`src/rtl/mem_arbiter_if.sv`:
```
// mem_arbiter_if
// Bundles the two requester handshakes and the memory-side bus of mem_arbiter.
//   r0_* : requester 0 (instruction fetch)  req/we/addr/wdata in, gnt/done/rdata/err out
//   r1_* : requester 1 (load/store)         same shape as r0_*
//   mem_*: single-port memory bus           we/addr/wdata out, rdata in (registered)
//   busy : arbiter is not idle
// Modports: slave = arbiter side, master = requesters + memory side.
interface mem_arbiter_if #(
    parameter int DATA_W = 32
);
    logic              r0_req;
    logic              r0_we;
    logic [31:0]       r0_addr;
    logic [DATA_W-1:0] r0_wdata;
    logic              r0_gnt;
    logic              r0_done;
    logic [DATA_W-1:0] r0_rdata;
    logic              r0_err;

    logic              r1_req;
    logic              r1_we;
    logic [31:0]       r1_addr;
    logic [DATA_W-1:0] r1_wdata;
    logic              r1_gnt;
    logic              r1_done;
    logic [DATA_W-1:0] r1_rdata;
    logic              r1_err;

    logic              mem_we;
    logic [31:0]       mem_addr;
    logic [DATA_W-1:0] mem_wdata;
    logic [DATA_W-1:0] mem_rdata;

    logic              busy;

    modport slave (
        input  r0_req, r0_we, r0_addr, r0_wdata,
        output r0_gnt, r0_done, r0_rdata, r0_err,
        input  r1_req, r1_we, r1_addr, r1_wdata,
        output r1_gnt, r1_done, r1_rdata, r1_err,
        output mem_we, mem_addr, mem_wdata,
        input  mem_rdata,
        output busy
    );

    modport master (
        output r0_req, r0_we, r0_addr, r0_wdata,
        input  r0_gnt, r0_done, r0_rdata, r0_err,
        output r1_req, r1_we, r1_addr, r1_wdata,
        input  r1_gnt, r1_done, r1_rdata, r1_err,
        input  mem_we, mem_addr, mem_wdata,
        output mem_rdata,
        input  busy
    );
endinterface

```
`src/rtl/mem_arbiter.sv`:
```
// mem_arbiter
// Round-robin arbiter/sequencer sharing one single-port DEPTH x DATA_W memory
// between requester 0 and requester 1. One transaction in flight at a time,
// three cycles per transaction (ACCESS, CAPTURE, then IDLE carrying done).
// Ports:
//   clk   : clock, all state on posedge
//   reset : asynchronous, active-high
//   bus   : mem_arbiter_if.slave (requester handshakes, memory bus, busy)
//
// state   | meaning
// --------+--------------------------------------------------------------
// IDLE    | waiting for a request; done/err of the previous txn shown here
// ACCESS  | memory driven with latched request; gnt high, mem_we may be high
// CAPTURE | registered memory read data is valid and sampled at exit edge
module mem_arbiter #(
    parameter int DEPTH  = 256,
    parameter int DATA_W = 32
) (
    input  logic          clk,
    input  logic          reset,
    mem_arbiter_if.slave  bus
);
    typedef enum logic [1:0] {
        IDLE    = 2'd0,
        ACCESS  = 2'd1,
        CAPTURE = 2'd2
    } state_t;

    localparam logic [31:0] DEPTH_W = 32'(DEPTH);

    state_t            state;
    state_t            next_state;

    logic              start;
    logic              win;        // 0 = r0, 1 = r1
    logic              last_win;   // reset to 1 so r0 is favoured first
    logic              sel;        // winner of the in-flight transaction
    logic              lat_we;
    logic [31:0]       addr_q;
    logic [DATA_W-1:0] wdata_q;
    logic              in_range;

    logic              gnt0_q, gnt1_q;
    logic              done0_q, done1_q;
    logic              err0_q, err1_q;
    logic [DATA_W-1:0] rdata0_q, rdata1_q;

    assign in_range = (addr_q < DEPTH_W);

    always_ff @(posedge clk or posedge reset) begin
        if (reset) begin
            state <= IDLE;
        end else begin
            state <= next_state;
        end
    end

    always_comb begin
        next_state = state;
        start      = 1'b0;
        win        = 1'b0;
        case (state)
            IDLE: begin
                if (bus.r0_req || bus.r1_req) begin
                    start      = 1'b1;
                    next_state = ACCESS;
                    if (bus.r0_req && bus.r1_req) begin
                        win = ~last_win;
                    end else begin
                        win = bus.r1_req;
                    end
                end
            end
            ACCESS:  next_state = CAPTURE;
            CAPTURE: next_state = IDLE;
            default: next_state = IDLE;
        endcase
    end

    always_ff @(posedge clk or posedge reset) begin
        if (reset) begin
            last_win <= 1'b1;
            sel      <= 1'b0;
            lat_we   <= 1'b0;
            addr_q   <= '0;
            wdata_q  <= '0;
            gnt0_q   <= 1'b0;
            gnt1_q   <= 1'b0;
            done0_q  <= 1'b0;
            done1_q  <= 1'b0;
            err0_q   <= 1'b0;
            err1_q   <= 1'b0;
            rdata0_q <= '0;
            rdata1_q <= '0;
        end else begin
            gnt0_q  <= start & ~win;
            gnt1_q  <= start & win;
            done0_q <= 1'b0;
            done1_q <= 1'b0;
            err0_q  <= 1'b0;
            err1_q  <= 1'b0;

            if (start) begin
                last_win <= win;
                sel      <= win;
                lat_we   <= win ? bus.r1_we    : bus.r0_we;
                addr_q   <= win ? bus.r1_addr  : bus.r0_addr;
                wdata_q  <= win ? bus.r1_wdata : bus.r0_wdata;
            end

            // Completion: rdata only moves on an in-range read.
            if (state == CAPTURE) begin
                if (sel) begin
                    done1_q <= 1'b1;
                    err1_q  <= ~in_range;
                    if (in_range && !lat_we) begin
                        rdata1_q <= bus.mem_rdata;
                    end
                end else begin
                    done0_q <= 1'b1;
                    err0_q  <= ~in_range;
                    if (in_range && !lat_we) begin
                        rdata0_q <= bus.mem_rdata;
                    end
                end
            end
        end
    end

    // Out-of-range writes are suppressed here so the memory never aliases them.
    assign bus.mem_we    = (state == ACCESS) && lat_we && in_range;
    assign bus.mem_addr  = addr_q;
    assign bus.mem_wdata = wdata_q;
    assign bus.busy      = (state != IDLE);

    assign bus.r0_gnt   = gnt0_q;
    assign bus.r1_gnt   = gnt1_q;
    assign bus.r0_done  = done0_q;
    assign bus.r1_done  = done1_q;
    assign bus.r0_err   = err0_q;
    assign bus.r1_err   = err1_q;
    assign bus.r0_rdata = rdata0_q;
    assign bus.r1_rdata = rdata1_q;
endmodule

```
`src/flat_wrapper.sv`:
```
// flat-port wrapper written by rule: the top's interface ports become plain ports
module mem_arbiter_flat 
#(
    parameter int DEPTH  = 256,
    parameter int DATA_W = 32
)
  (clk, reset, bus_r0_req, bus_r0_we, bus_r0_addr, bus_r0_wdata, bus_r0_gnt, bus_r0_done, bus_r0_rdata, bus_r0_err, bus_r1_req, bus_r1_we, bus_r1_addr, bus_r1_wdata, bus_r1_gnt, bus_r1_done, bus_r1_rdata, bus_r1_err, bus_mem_we, bus_mem_addr, bus_mem_wdata, bus_mem_rdata, bus_busy);
  mem_arbiter_if #(.DATA_W(DATA_W)) bus_i ();
  input  logic clk;
  input  logic reset;
  input wire logic [$bits(bus_i.r0_req)-1:0] bus_r0_req;
  input wire logic [$bits(bus_i.r0_we)-1:0] bus_r0_we;
  input wire logic [$bits(bus_i.r0_addr)-1:0] bus_r0_addr;
  input wire logic [$bits(bus_i.r0_wdata)-1:0] bus_r0_wdata;
  output wire logic [$bits(bus_i.r0_gnt)-1:0] bus_r0_gnt;
  output wire logic [$bits(bus_i.r0_done)-1:0] bus_r0_done;
  output wire logic [$bits(bus_i.r0_rdata)-1:0] bus_r0_rdata;
  output wire logic [$bits(bus_i.r0_err)-1:0] bus_r0_err;
  input wire logic [$bits(bus_i.r1_req)-1:0] bus_r1_req;
  input wire logic [$bits(bus_i.r1_we)-1:0] bus_r1_we;
  input wire logic [$bits(bus_i.r1_addr)-1:0] bus_r1_addr;
  input wire logic [$bits(bus_i.r1_wdata)-1:0] bus_r1_wdata;
  output wire logic [$bits(bus_i.r1_gnt)-1:0] bus_r1_gnt;
  output wire logic [$bits(bus_i.r1_done)-1:0] bus_r1_done;
  output wire logic [$bits(bus_i.r1_rdata)-1:0] bus_r1_rdata;
  output wire logic [$bits(bus_i.r1_err)-1:0] bus_r1_err;
  output wire logic [$bits(bus_i.mem_we)-1:0] bus_mem_we;
  output wire logic [$bits(bus_i.mem_addr)-1:0] bus_mem_addr;
  output wire logic [$bits(bus_i.mem_wdata)-1:0] bus_mem_wdata;
  input wire logic [$bits(bus_i.mem_rdata)-1:0] bus_mem_rdata;
  output wire logic [$bits(bus_i.busy)-1:0] bus_busy;
  assign bus_i.r0_req = bus_r0_req;
  assign bus_i.r0_we = bus_r0_we;
  assign bus_i.r0_addr = bus_r0_addr;
  assign bus_i.r0_wdata = bus_r0_wdata;
  assign bus_r0_gnt = bus_i.r0_gnt;
  assign bus_r0_done = bus_i.r0_done;
  assign bus_r0_rdata = bus_i.r0_rdata;
  assign bus_r0_err = bus_i.r0_err;
  assign bus_i.r1_req = bus_r1_req;
  assign bus_i.r1_we = bus_r1_we;
  assign bus_i.r1_addr = bus_r1_addr;
  assign bus_i.r1_wdata = bus_r1_wdata;
  assign bus_r1_gnt = bus_i.r1_gnt;
  assign bus_r1_done = bus_i.r1_done;
  assign bus_r1_rdata = bus_i.r1_rdata;
  assign bus_r1_err = bus_i.r1_err;
  assign bus_mem_we = bus_i.mem_we;
  assign bus_mem_addr = bus_i.mem_addr;
  assign bus_mem_wdata = bus_i.mem_wdata;
  assign bus_i.mem_rdata = bus_mem_rdata;
  assign bus_busy = bus_i.busy;
  mem_arbiter #(.DEPTH(DEPTH), .DATA_W(DATA_W)) u_core (.clk(clk), .reset(reset), .bus(bus_i));
endmodule
```
`config.mk`:
```
export PLATFORM = sky130hd
export DESIGN_NAME = mem_arbiter_flat
export DESIGN_NICKNAME = d
export VERILOG_FILES = /design/src/rtl/mem_arbiter_if.sv /design/src/rtl/mem_arbiter.sv /design/src/flat_wrapper.sv
export SDC_FILE = /design/constraint.sdc
export NUM_CORES = 1
export LEC_CHECK = 0
export CORE_AREA = 8 8 130 132
export DETAILED_ROUTE_END_ITERATION = 16
export DIE_AREA = 0 0 138 140
export PLACE_DENSITY_LB_ADDON = 0.15
export SKIP_CTS_REPAIR_TIMING = 1
export SLEW_MARGIN = 0
export SYNTH_ARGS = -nofsm -noshare
export SYNTH_HDL_FRONTEND = slang
export SYNTH_SLANG_ARGS = --single-unit
```
`constraint.sdc`:
```
create_clock -name clk -period 5.1 [get_ports clk]
set_input_delay 1.02 -clock clk [delete_from_list [all_inputs] [get_ports clk]]
set_output_delay 1.02 -clock clk [all_outputs]
set_load 0.005 [all_outputs]
```
==> summary.txt, run 1 <==
Clocking
  – Root buffer cell: clkbuf_16
  – CTS tree: done
  – H-tree Lvls: 4
  – Clock Latency Late Sink: 0.41 ns
  – Num CTS Buffers: 17
  – CTS Sinks: 139
  – Clock transition at path regs: 0.06 ns
  – Bufs on Longest Clock Path: 2

Synthesis
  – Ys Warns: 0
  – #FFs+latches synth: 139
  – Dominant cell type by area after synthesis: dfrtp_1
  – Synth area leaders: dfrtp_1, mux2_2, o21ai_0
  – Synthesized area: 5625 um2
  – Mapped Avg Cell Area: 11.57 um2
  – Seq/Total Area, Yosys: 61.85%
  – Top cell type's share of synthesized area: 61.39%
  – Gate Count Post-Synth: 486
  – Synth Net Count: 652
  – Distinct cells, synth: 23

Outcome
  – Status: complete, no violations

Worst setup path
  – Worst reg2reg endpoint: u_core.bus.r0_rdata[15]
  – Critical Path AT: 2.69 ns
  – Worst setup path start: u_core.bus.mem_addr[8]
  – Flop2flop setup slack: 2.53 ns
  – Critical R2R Launch: u_core.bus.mem_addr[8]
  – Required time worst endpoint: 4.08 ns
  – Critical Path Sink: bus_mem_we
  – Critical path launch point type: flip-flop
  – Crit Path Class: reg2out
  – Reg2Reg Depth: 5
  – Critical Path Sink Type: output pin
  – Critical path peak fanout: 3

Finish
  – Register area: 3480 um2
  – Final instance area: 9359 um2
  – Diode count: 0
  – Nets: 945
  – Area occupied by multi-input gates: 1892 um2
  – Fillers: 1,198
  – Area grow syn2layout: 66.37%
  – Fraction of layout cells with a size suffix above 1: 13.02%
  – Post-Layout Cell Count: 979

Timing
  – FMAX: 269.7 MHz
  – Slew Limit Fails: 0
  – Final setup margin: 1.392 ns
  – Fin crit share: 72.71%
  – Clk_skew: 0.006627 ns
  – Worst-margin pin slew: 1.084 ns
  – Final min period: 3.708 ns
  – RSZ-0062 raised after global routing: false
  – Setup tns final: 0 ns
  – Final number of setup-violating endpoints: 0
  – Worst slew margin: 27.76%
  – Fin. Hold Viols: 0

Global route
  – Total grt overflow: 0
  – Largest net degree at the start of global routing: 118
  – Tot GR Track Use: 19.31%
  – Vias in the first global route: 5,219
  – First-pass GRT wire length: 29,530 um
  – Antenna violations before repair: 0

Drt
  – Via density: 4.947
  – Final WL: 18,960 um
  – DR DRC count: 0
  – DRT antenna net count: 0
  – Via count: 4,843
  – Initial drt markers: 252
  – First-pass DRT Iterations: 5
  – DR WL/cell: 19.36 um

Placed design
  – DP Worst Slack: 1.776 ns
  – I/O Buffers: 301
  – Placed cell count: 948
  – DP HPWL: 14,180 um
  – Dpl cell area: 8767 um2
  – GPL Wtd Cong: 0.8263

Floorplan
  – Die Wd: 138 um
  – Initial core utilization: 37.85%
  – Placeable Area: 14,860 um2
  – Row count: 45
  – Die height: 140 um
  – Die area: 19,320 um2
  – Total I/O pin count: 302

Power
  – Cell Pwr Density: 468.4 nW/um2
  – Peak VDD IR: 0.0003600 V
  – Tot Pwr: 0.004384 W
  – Total leakage power: 4.185 nW

Hold path
  – Hold Crit Class: reg2reg

Job
  – Number of max-cap violations: 0
[per-layer routing]
layer  up-vias  wire length (um)  track usage, %
met5         -                 0               0
li1       2280                 -               -
met4         0               293           6.064
met3        23              1847           9.297
met2       224              9296           31.68
met1      2316              7520           21.76
[through the flow]
stage / utilization (%) / hold WS, ns
floorplan: - / 0.4490
global placement: 58.98 / 0.4635
detailed placement: 58.98 / 0.4738
CTS: 62.96 / 0.4865
global route: 62.96 / 0.4928
finish: 62.96 / 0.4833
[Yosys cell counts]
| cell | instances |
|---|---|
| a21oi_1 | 44 |
| a222oi_1 | 21 |
| and3_1 | 3 |
| buf_1 | 4 |
| buf_2 | 1 |
| buf_6 | 6 |
| clkbuf_1 | 22 |
| dfrtp_1 | 138 |
| dfstp_2 | 1 |
| inv_1 | 25 |
| inv_2 | 1 |
| mux2_1 | 5 |
| mux2_2 | 59 |
| nand2_1 | 46 |
| nand2b_1 | 1 |
| nand3b_1 | 1 |
| nand4_1 | 1 |
| nor2_1 | 52 |
| nor2b_1 | 1 |
| nor4_1 | 6 |
| nor4_4 | 2 |
| o21ai_0 | 45 |
| or3b_2 | 1 |
[worst min path at each step]
stage                             start                        to  slack (ns)  depth (start not counted)
4_1_cts          u_core.bus.r0_rdata[4]    u_core.bus.r0_rdata[4]        0.49                          1
3_3_place_gp   u_core.bus.mem_wdata[11]  u_core.bus.mem_wdata[11]        0.46                          2
5_1_grt          u_core.bus.r0_rdata[4]    u_core.bus.r0_rdata[4]        0.49                          1
6_report         u_core.bus.r0_rdata[4]    u_core.bus.r0_rdata[4]        0.48                          1
3_5_place_dp     u_core.bus.r0_rdata[4]    u_core.bus.r0_rdata[4]        0.47                          1
2_1_floorplan           u_core.state[1]           u_core.state[1]        0.45                          1
[kinds of logic after synthesis]
family	after synthesis	synth area share (%)
and+or+nand+nor	114	8.920
DFF	139	61.86
muxes	64	12.81
AOI/OAI and AO/OA	110	11.65
buffers and inverters	59	4.759
[final cells by class]
cell class                      instances  area share, %
Timing Repair Buffer                  307          32.67
Tap cell                              188          2.513
Multi-Input combinational cell        288          20.21
Clock inverter                         11          1.551
Clock buffer                           20          4.773
Inverter                               26          1.096
Sequential cell                       139          37.18
[placed cells by master, fill, tap and decap left out, types with 5 or more instances in the layout]
| master | n |
|---|---|
| o21ai_0 | 44 |
| nor4_1 | 6 |
| mux2_2 | 59 |
| nand2_1 | 46 |
| a222oi_1 | 21 |
| nor2_1 | 52 |
| inv_1 | 24 |
| clkdlybuf4s50_1 | 301 |
| dfrtp_1 | 138 |
| a21oi_1 | 44 |
| mux2_1 | 5 |
| clkbuf_16 | 17 |
| buf_4 | 6 |
[flip-flops by register name, summed over array words and instances (netlist names)]
name,count
u_core.bus.mem_addr,32
u_core.bus.mem_wdata,32
u_core.bus.r0_done,1
u_core.bus.r0_err,1
u_core.bus.r0_gnt,1
u_core.bus.r0_rdata,32
u_core.bus.r1_done,1
u_core.bus.r1_err,1
u_core.bus.r1_gnt,1
u_core.bus.r1_rdata,32
u_core.last_win,1
u_core.lat_we,1
u_core.sel,1
u_core.state,2
[critical path, stage by stage (launching register included)]
cell	delay, ns
dfrtp_1	0.39
nor4_1	0.54
nand4_1	0.36
nor2_1	0.26
and3_1	0.20
clkdlybuf4s50_1	0.53
[report_power, final]
| part | internal, W | total (W) | switching, W |
|---|---|---|---|
| Clock | 0.000778 | 0.00123 | 0.000453 |
| Sequential | 0.00140 | 0.00159 | 0.000194 |
| Combinational | 0.000822 | 0.00156 | 0.000738 |
| Total | 0.00300 | 0.00438 | 0.00138 |
Power figures use the tool's default switching activity.
==> run 2, diff against run 1 <==
==> constraint.sdc (replaced) <==
create_clock -name clk -period 3.66 [get_ports clk]
set_input_delay 0.732 -clock clk [delete_from_list [all_inputs] [get_ports clk]]
set_output_delay 0.732 -clock clk [all_outputs]
set_load 0.005 [all_outputs]
==> summary.txt, run 2 (synthesis gave the netlist of run 1 again) <==
Power
  – Cell Pwr Density: 674.7 nW/um2 (+44%)
  – Peak VDD IR: 0.0005238 V (+46%)
  – Total leakage power: 4.265 nW (+1.9%)

Finish
  – Fraction of layout cells with a size suffix above 1: 13.48% (+0.45 points)
  – Register area: 3480 um2 (unchanged)
  – Fillers: 1,191 (-0.58%)
  – Area occupied by multi-input gates: 1892 um2 (unchanged)
  – Most common cell after layout, fill and taps aside: clkdlybuf4s50_1
  – Final Util: 64.07% (+1.1 points)
  – Nets: 947 (+0.21%)
  – Area grow syn2layout: 69.28%
  – Most frequent cells in the layout: clkdlybuf4s50_1, dfrtp_1, mux2_2
  – Diode count: 0 (unchanged)

Worst setup path
  – Critical path peak fanout: 3 (unchanged)
  – Flop2flop setup slack: 1.17 ns (-1.36 ns)
  – Cell count along the critical path: 5 (unchanged)
  – Crit Path Class: reg2out
  – Critical path launch point type: flip-flop
  – Crit-path cells: nor4_1 -> nand4_1 -> nor2_1 -> and3_1 -> clkdlybuf4s50_1
  – CP top delay family: simple AND/OR/NAND/NOR gates
  – Required time worst endpoint: 2.93 ns (-1.15 ns)
  – Peak per-stage delay on the critical path: 0.52 ns (-0.02 ns)
  – Slowest-stage cell, CP: clkdlybuf4s50_1
  – Reg2Reg Depth: 5 (unchanged)
  – Critical R2R Launch: u_core.bus.mem_addr[28]
  – Worst path bufs/invs: 1 (unchanged)
  – Worst reg2reg endpoint: u_core.bus.r1_rdata[9]
  – Critical Path Sink Type: output pin
  – Critical Path AT: 2.57 ns (-0.12 ns)

Clocking
  – H-tree Lvls: 4 (unchanged)
  – Clock Latency Late Sink: 0.42 ns (about the same)
  – Root buffer cell: clkbuf_16
  – Bufs on Longest Clock Path: 2 (unchanged)
  – CTS tree: done
  – CTS Sinks: 139 (unchanged)
  – Clock transition at path regs: 0.06 ns (about the same)
  – Num CTS Buffers: 17 (unchanged)

Floorplan
  – Total I/O pin count: 302 (unchanged)
  – Die height: 140 um (unchanged)
  – Row count: 45 (unchanged)
  – Die area: 19,320 um2 (unchanged)
  – Initial core utilization: 37.85% (unchanged)
  – Die Wd: 138 um (unchanged)
  – Placeable Area: 14,860 um2 (unchanged)

Job
  – Number of max-cap violations: 0 (unchanged)

Global route
  – First-pass GRT wire length: 30,470 um (+3.2%)
  – Total grt overflow: 0 (unchanged)
  – Gr busiest metal: met2
  – Tot GR Track Use: 19.68% (+0.37 points)
  – Antenna violations before repair: 0 (unchanged)
  – Grt met3 use: 8.824% (-0.47 points)
  – Grt met1 use: 22.37% (+0.62 points)
  – M2 GR Usage: 32.26% (+0.59 points)
  – Vias in the first global route: 5,496 (+5.3%)
  – Largest net degree at the start of global routing: 66 (-44%)

Drt
  – Via count: 4,938 (+2.0%)
  – Initial drt markers: 236 (-6.3%)
  – DR WL/cell: 19.67 um (+1.6%)
  – First-pass DRT Iterations: 5 (unchanged)
  – Via density: 5.029 (+1.7%)
  – DRT antenna net count: 0 (unchanged)
  – Final WL: 19,320 um (+1.9%)
  – DR DRC count: 0 (unchanged)

Placed design
  – GPL Wtd Cong: 0.8005 (-3.1%)
  – I/O Buffers: 301 (unchanged)
  – DP HPWL: 14,390 um (+1.5%)

Hold path
  – WHS Endpoint: u_core.bus.mem_wdata[7]
  – Hold Crit Class: reg2reg
  – Hold depth: 2 (+1)
  – HP Start: u_core.bus.mem_wdata[7]

Timing
  – Setup tns final: 0 ns (unchanged)
  – Final number of setup-violating endpoints: 0 (unchanged)
  – Worst-margin pin slew: 0.8198 ns (-0.2638 ns)
  – Clk_skew: 0.02162 ns (+0.01499 ns)
  – Final min period: 3.299 ns
  – Worst slew margin: 45.26% (+18 points)
  – Slew Limit Fails: 0 (unchanged)
  – Fin crit share: 90.14%
  – FMAX: 303.1 MHz
  – Fin. Hold Viols: 0 (unchanged)
  – RSZ-0062 raised after global routing: false

Outcome
  – Status: complete, no violations
## run 2: changes by cell type in the layout (fill, tap and decap cells not counted), sizes merged
| cell | change |
|---|---|
| bufinv | +3 |
| buf | +2 |
| clkbuf | +2 |
| clkinv | -2 |
| clkinvlp | -2 |
## run 2: routing by layer
layer	wire length (um)	vias to the layer above
met5	0	-
met4	284	0
met3	1843	16
met2	9615	245
met1	7573	2395
li1	-	2282
## run 2: stage by stage
step / hold slack, ns / total power (W) / area [um2] / cells / setup WS, ns
detailed placement: 0.4719 / 0.004482 / 8831 / 950 / 0.7361
global route: 0.5067 / 0.006807 / 9523 / 982 / 0.2018
global placement: 0.4625 / 0.004411 / 8831 / 950 / 0.7416
finish: 0.4763 / 0.006425 / 9523 / 982 / 0.3608
CTS: 0.4833 / 0.006510 / 9523 / 982 / 0.2939
floorplan: 0.4490 / 0.003123 / 5629 / 486 / 1.194
## run 2: worst reg2reg max path, cell delays in order (launching register included)
cell,delay [ns]
dfrtp_1,0.40
nor4_1,0.44
nand4_1,0.35
nor4_4,0.32
buf_4,0.43
mux2_2,0.42
## run 2: area by class of cell
class                   instances  area share [%]
clock buffers                  22           5.085
clock inverters                10           2.181
inverters                      26           1.064
multi-input cells             288           19.87
flip-flops and latches        139           36.54
well taps                     188           2.470
repair buffers                309           32.79
## run 2: power by group
| part | switching (W) | total, W | internal, W |
|---|---|---|---|
| logic | 0.00104 | 0.00221 | 0.00117 |
| clock network | 0.000646 | 0.00200 | 0.00135 |
| registers | 0.000265 | 0.00221 | 0.00195 |
## run 2: worst max-delay path by stage
stage	start	to	slack (ns)
2_1_floorplan	reset	u_core.bus.mem_addr[0]	1.19
3_3_place_gp	u_core.bus.mem_addr[8]	bus_mem_we	0.74
3_5_place_dp	u_core.bus.mem_addr[8]	bus_mem_we	0.74
4_1_cts	u_core.bus.mem_addr[8]	bus_mem_we	0.29
5_1_grt	u_core.bus.mem_addr[28]	bus_mem_we	0.20
6_report	u_core.bus.mem_addr[28]	bus_mem_we	0.36
==> run 3, diff against run 2 <==
--- a/config.mk
+++ b/config.mk
@@ -8,6 +8,7 @@
 export CORE_AREA = 8 8 130 132
 export DETAILED_ROUTE_END_ITERATION = 16
 export DIE_AREA = 0 0 138 140
+export GPL_TIMING_DRIVEN = 0
 export PLACE_DENSITY_LB_ADDON = 0.15
 export SKIP_CTS_REPAIR_TIMING = 1
 export SLEW_MARGIN = 0
==> summary.txt, run 3 (synthesis gave the netlist of run 1 again) <==
Placed design
  – DP HPWL: 15,720 um (+9.3%)
  – DP Worst Slack: 0.6274 ns (-0.1087 ns)
  – Dpl cell area: 8937 um2 (+1.2%)
  – I/O Buffers: 301 (unchanged)
  – GPL Wtd Cong: 0.7971 (-0.42%)

Floorplan
  – Die height: 140 um (unchanged)
  – Total I/O pin count: 302 (unchanged)
  – Initial core utilization: 37.85% (unchanged)
  – Row count: 45 (unchanged)
  – Die Wd: 138 um (unchanged)
  – Placeable Area: 14,860 um2 (unchanged)
  – Die area: 19,320 um2 (unchanged)

Timing
  – Fin. Hold Viols: 0 (unchanged)
  – Slew Limit Fails: 0 (unchanged)
  – Worst-margin pin slew: 0.5914 ns (-0.2284 ns)
  – RSZ-0062 raised after global routing: false
  – Final min period: 3.330 ns (+0.03050 ns)
  – FMAX: 300.3 MHz (-0.92%)
  – Final number of setup-violating endpoints: 0 (unchanged)
  – Worst slew margin: 60.49% (+15 points)
  – Final setup margin: 0.3303 ns (-0.03050 ns)
  – Hold WS: 0.4771 ns (+0.0007480 ns)
  – Fin crit share: 90.98% (+0.83 points)
  – Clk_skew: 0.007788 ns (-0.01383 ns)

Clocking
  – H-tree Lvls: 4 (unchanged)
  – Clock Latency Late Sink: 0.41 ns (about the same)
  – Clock transition at path regs: 0.06 ns (about the same)
  – CTS tree: done
  – Root buffer cell: clkbuf_16
  – Num CTS Buffers: 17 (unchanged)
  – CTS Sinks: 139 (unchanged)
  – Bufs on Longest Clock Path: 2 (unchanged)

Drt
  – DRT antenna net count: 0 (unchanged)
  – DR WL/cell: 19.52 um (-0.78%)
  – Via density: 4.975 (-1.1%)
  – First-pass DRT Iterations: 5 (unchanged)
  – DR DRC count: 0 (unchanged)
  – Via count: 5,020 (+1.7%)
  – Final WL: 19,690 um (+1.9%)
  – Initial drt markers: 281 (+19%)

Worst setup path
  – Crit Path Class: reg2out
  – Critical path launch point type: flip-flop
  – Required time worst endpoint: 2.93 ns (about the same)
  – Critical path peak fanout: 3 (unchanged)
  – Critical Path AT: 2.60 ns (+0.03 ns)
  – Flop2flop setup slack: 1.20 ns (+0.03 ns)
  – Critical Path Sink Type: output pin
  – Reg2Reg Depth: 5 (unchanged)

Finish
  – Final instance area: 9547 um2 (+0.25%)
  – Area grow syn2layout: 69.71%
  – Diode count: 0 (unchanged)
  – Fillers: 1,172 (-1.6%)
  – Most frequent cells in the layout: clkdlybuf4s50_1, dfrtp_1, mux2_2
  – Final Util: 64.23% (+0.16 points)
  – Fraction of layout cells with a size suffix above 1: 12.91% (-0.56 points)
  – Most common cell after layout, fill and taps aside: clkdlybuf4s50_1
  – Nets: 975 (+3.0%)

Power
  – Tot Pwr: 0.006207 W (-3.4%)
  – Cell Pwr Density: 650.1 nW/um2 (-3.6%)
  – Total leakage power: 4.265 nW (about the same)
  – Peak VDD IR: 0.0003948 V (-25%)

Global route
  – Largest net degree at the start of global routing: 42 (-36%)
  – Antenna violations before repair: 0 (unchanged)
  – First-pass GRT wire length: 30,350 um (-0.41%)
  – Vias in the first global route: 5,510 (+0.25%)
  – Total grt overflow: 0 (unchanged)
  – Tot GR Track Use: 19.83% (+0.15 points)

Job
  – Number of max-cap violations: 0 (unchanged)

Hold path
  – Hold depth: 2 (unchanged)
  – Hold Crit Class: reg2reg

Outcome
  – Status: complete, no violations
-- run 3: final cells by class --
cell class / instances / area (um2) / area share, %
Buffer: 33 / 170.2 / 1.782
Clock buffer: 20 / 466.7 / 4.889
Clock inverter: 11 / 142.6 / 1.494
Inverter: 26 / 101.3 / 1.062
Multi-Input combinational cell: 288 / 1878 / 19.67
Sequential cell: 139 / 3480 / 36.45
Tap cell: 188 / 235.2 / 2.464
Timing Repair Buffer: 304 / 3073 / 32.19
-- run 3: worst paths after layout --
path	startpoint	to
worst max-delay path	u_core.bus.mem_addr[8]	bus_mem_we
worst max register to register	u_core.bus.mem_addr[8]	u_core.bus.r0_rdata[28]
worst min register to register	u_core.bus.mem_wdata[24]	u_core.bus.mem_wdata[24]
worst min-delay path	u_core.bus.mem_wdata[24]	u_core.bus.mem_wdata[24]
min in group asynchronous	reset	u_core.bus.mem_addr[4]
max in group asynchronous	reset	u_core.bus.mem_wdata[1]
-- run 3: per-layer routing --
layer | track usage (%) | share of wire (%) | vias up
li1 | - | - | 2334
met1 | 21.81 | 39 | 2433
met2 | 33.99 | 51 | 224
met3 | 8.046 | 8.7 | 29
met4 | 6.922 | 1.9 | 0
met5 | 0 | 0 | -
-- run 3: metrics by stage --
step / setup TNS, ns / instances
CTS: 0 / 1009
floorplan: 0 / 486
global route: 0 / 1009
finish: 0 / 1009
detailed placement: 0 / 978
global placement: -1.195 / 975
-- run 3: critical path, cell delays in order (launching register included) --
cell and delay [ns]:
dfrtp_1 0.39, nor4_1 0.44, nand4_1 0.34, nor2_1 0.27, and3_1 0.19, clkdlybuf4s50_1 0.56
-- run 3: power breakdown --
part	total [W]	internal [W]	switching [W]
combinational	0.00223	0.00118	0.00105
clock	0.00175	0.00112	0.000629
sequential	0.00223	0.00195	0.000278
total	0.00621	0.00425	0.00196
==> edit (settings of run 1) <==
`DATA_W` is set to 32 in 3 places; all go to 28.
--- a/src/rtl/mem_arbiter_if.sv
+++ b/src/rtl/mem_arbiter_if.sv
@@ -6,7 +6,7 @@
 //   busy : arbiter is not idle
 // Modports: slave = arbiter side, master = requesters + memory side.
 interface mem_arbiter_if #(
-    parameter int DATA_W = 32
+    parameter int DATA_W = 28
 );
     logic              r0_req;
     logic              r0_we;
--- a/src/rtl/mem_arbiter.sv
+++ b/src/rtl/mem_arbiter.sv
@@ -14,7 +14,7 @@
 // CAPTURE | registered memory read data is valid and sampled at exit edge
 module mem_arbiter #(
     parameter int DEPTH  = 256,
-    parameter int DATA_W = 32
+    parameter int DATA_W = 28
 ) (
     input  logic          clk,
     input  logic          reset,
--- a/src/flat_wrapper.sv
+++ b/src/flat_wrapper.sv
@@ -2,7 +2,7 @@
 module mem_arbiter_flat 
 #(
     parameter int DEPTH  = 256,
-    parameter int DATA_W = 32
+    parameter int DATA_W = 28
 )
   (clk, reset, bus_r0_req, bus_r0_we, bus_r0_addr, bus_r0_wdata, bus_r0_gnt, bus_r0_done, bus_r0_rdata, bus_r0_err, bus_r1_req, bus_r1_we, bus_r1_addr, bus_r1_wdata, bus_r1_gnt, bus_r1_done, bus_r1_rdata, bus_r1_err, bus_mem_we, bus_mem_addr, bus_mem_wdata, bus_mem_rdata, bus_busy);
   mem_arbiter_if #(.DATA_W(DATA_W)) bus_i ();
Interface: changed (6 resized); port bits go from 302 to 278. The function was not compared with the original's and may differ.
==> edit against run 1 <==
Critical path depth did not move. First-iteration DRC count increased by 28%. Sequential cell count is 12 lower. Worst setup slack improved by 0.022 ns. Total power down 4.5%. Design area fell by 7.2%. Routed wire length fell by 6.8%. Area after synthesis shrank 8.5%. Maximum frequency up 0.58%. Non-clock buffer count is 25 lower. Sequential share of layout area shrank 0.57 points. Critical endpoint unchanged.
==> edit: results (changes against run 1) <==
| Metric | Value |
|---|---|
| Detailed Routing Iterations Pass 1 | 8 (+3) |
| GP Congestion | 0.750 (-9.3%) |
| WL/cell | 19.1 um (-1.5%) |
| Maximum VDD drop | 482 uV (+34%) |
| Clock Skew | 0.00881 ns (+0.00218 ns) |
| Synth top cells by count | 126 x dfrtp_1, 53 x mux2_2, 52 x nor2_1 |
| HP Start | u_core.bus.mem_wdata[20] |
| Leak pwr | 0.00385 uW (-7.9%) |
| Nonclk buf count | 282 (-8.1%) |
| R2R depth | 5 (unchanged) |
| P_clk | 1240 uW |
| Crit path DAT | 2.67 ns (-0.02 ns) |
| Register-to-Register Setup Slack | 2.62 ns (+0.09 ns) |
| FF-to-FF End | u_core.bus.r0_rdata[4] |
| Placed Cells | 895 (-5.6%) |
| Total GRT Usage | 0.180 (-0.0130) |
| Switching fraction of total power | 0.318 (+0.00234) |
| R2r startpoint | u_core.bus.mem_addr[24] |
| Multi-In Gates | 276 (-4.2%) |
| Sequential area share after synthesis | 0.618 (about the same) |
| CLK BUF | 19 (-5.0%) |
| Non-clk invs | 22 (-15%) |
| Initial antenna violation count | 0 (unchanged) |
| Largest register FFs | 32 |
| Vias in the first global route | 5015 (-3.9%) |
| Comb group | 1470 uW (-6%) |
| First-pass GRT wire length | 27600 um (-6.5%) |
| Clock-pin slew on the worst setup and hold paths | 0.06 ns (about the same) |
| IO buf count | 277 (-8.0%) |
| Multi-input combinational area share | 0.203 (+0.000714) |
| Number of DRC markers in iteration 0 | 322 (+28%) |
| Clk tree area frac | 0.0706 (+0.00736) |
| Slew Limit Headroom | 0.155 (-0.122) |
| Hold EP | u_core.bus.mem_wdata[20] |
| Total wire length | 17700 um (-6.8%) |
| Mean Syn Cell Area | 11.4 um2 (-1.9%) |
| Hold Path Depth | 2 (+1) |
| Setup crit end | bus_mem_we |
| Vias/cell | 4.89 (-1.2%) |
| Status | finished, final reports clean |
| Syn Nets | 607 (-6.9%) |
| Share of cells above drive strength 1 | 0.134 (+0.00375) |
| Detailed placer's ending HPWL | 13100 um (-7.5%) |
| Dpl ws | 1.77 ns (-0.00755 ns) |
| Fin nets | 880 (-6.9%) |
| Synth async-reset ratio | 1.00 (unchanged) |
| Register area | 0.00318 mm2 (-8.6%) |
| Tot Pwr | 4190 uW (-4.5%) |
| Largest net degree at the start of global routing | 65 (-45%) |
| Buffering overhead | 0.324 (-0.00315) |
| Flops & latches, synth | 127 (-8.6%) |
| Fill cells | 1254 (+4.7%) |
| Final WS setup | 1.41 ns (+0.0215 ns) |
| Critical path class | reg -> out |
| Synth area leaders | dfrtp_1 61%, mux2_2 12%, a21oi_1 4.3% |
-- edit: worst max-delay path, cell delays in order (launching register included) --
cell and delay (ns):
dfrtp_1 0.41, nor4_1 0.49, nand4_1 0.35, nor2_1 0.27, and3_1 0.19, clkdlybuf4s50_1 0.55
-- edit: cells by family after synthesis --
group | Yosys count | synth area share
DFF | 127 | 0.618
muxes | 56 | 0.123
AOI/OAI and AO/OA | 106 | 0.120
and+or+nand+nor | 114 | 0.0975
buffers and inverters | 50 | 0.0423
-- edit: layer usage --
layer	vias up	track usage	share of wire
met1	2151	0.212	0.41
met2	233	0.284	0.48
li1	2125	-	-
met3	24	0.0771	0.092
met4	0	0.0744	0.017
met5	-	0	0
-- edit: through the flow --
step | cell area [um2] | hold WS [ns]
floorplan | 5140 | 0.449
global placement | 8070 | 0.464
detailed placement | 8070 | 0.470
CTS | 8680 | 0.483
global route | 8680 | 0.499
finish | 8680 | 0.480
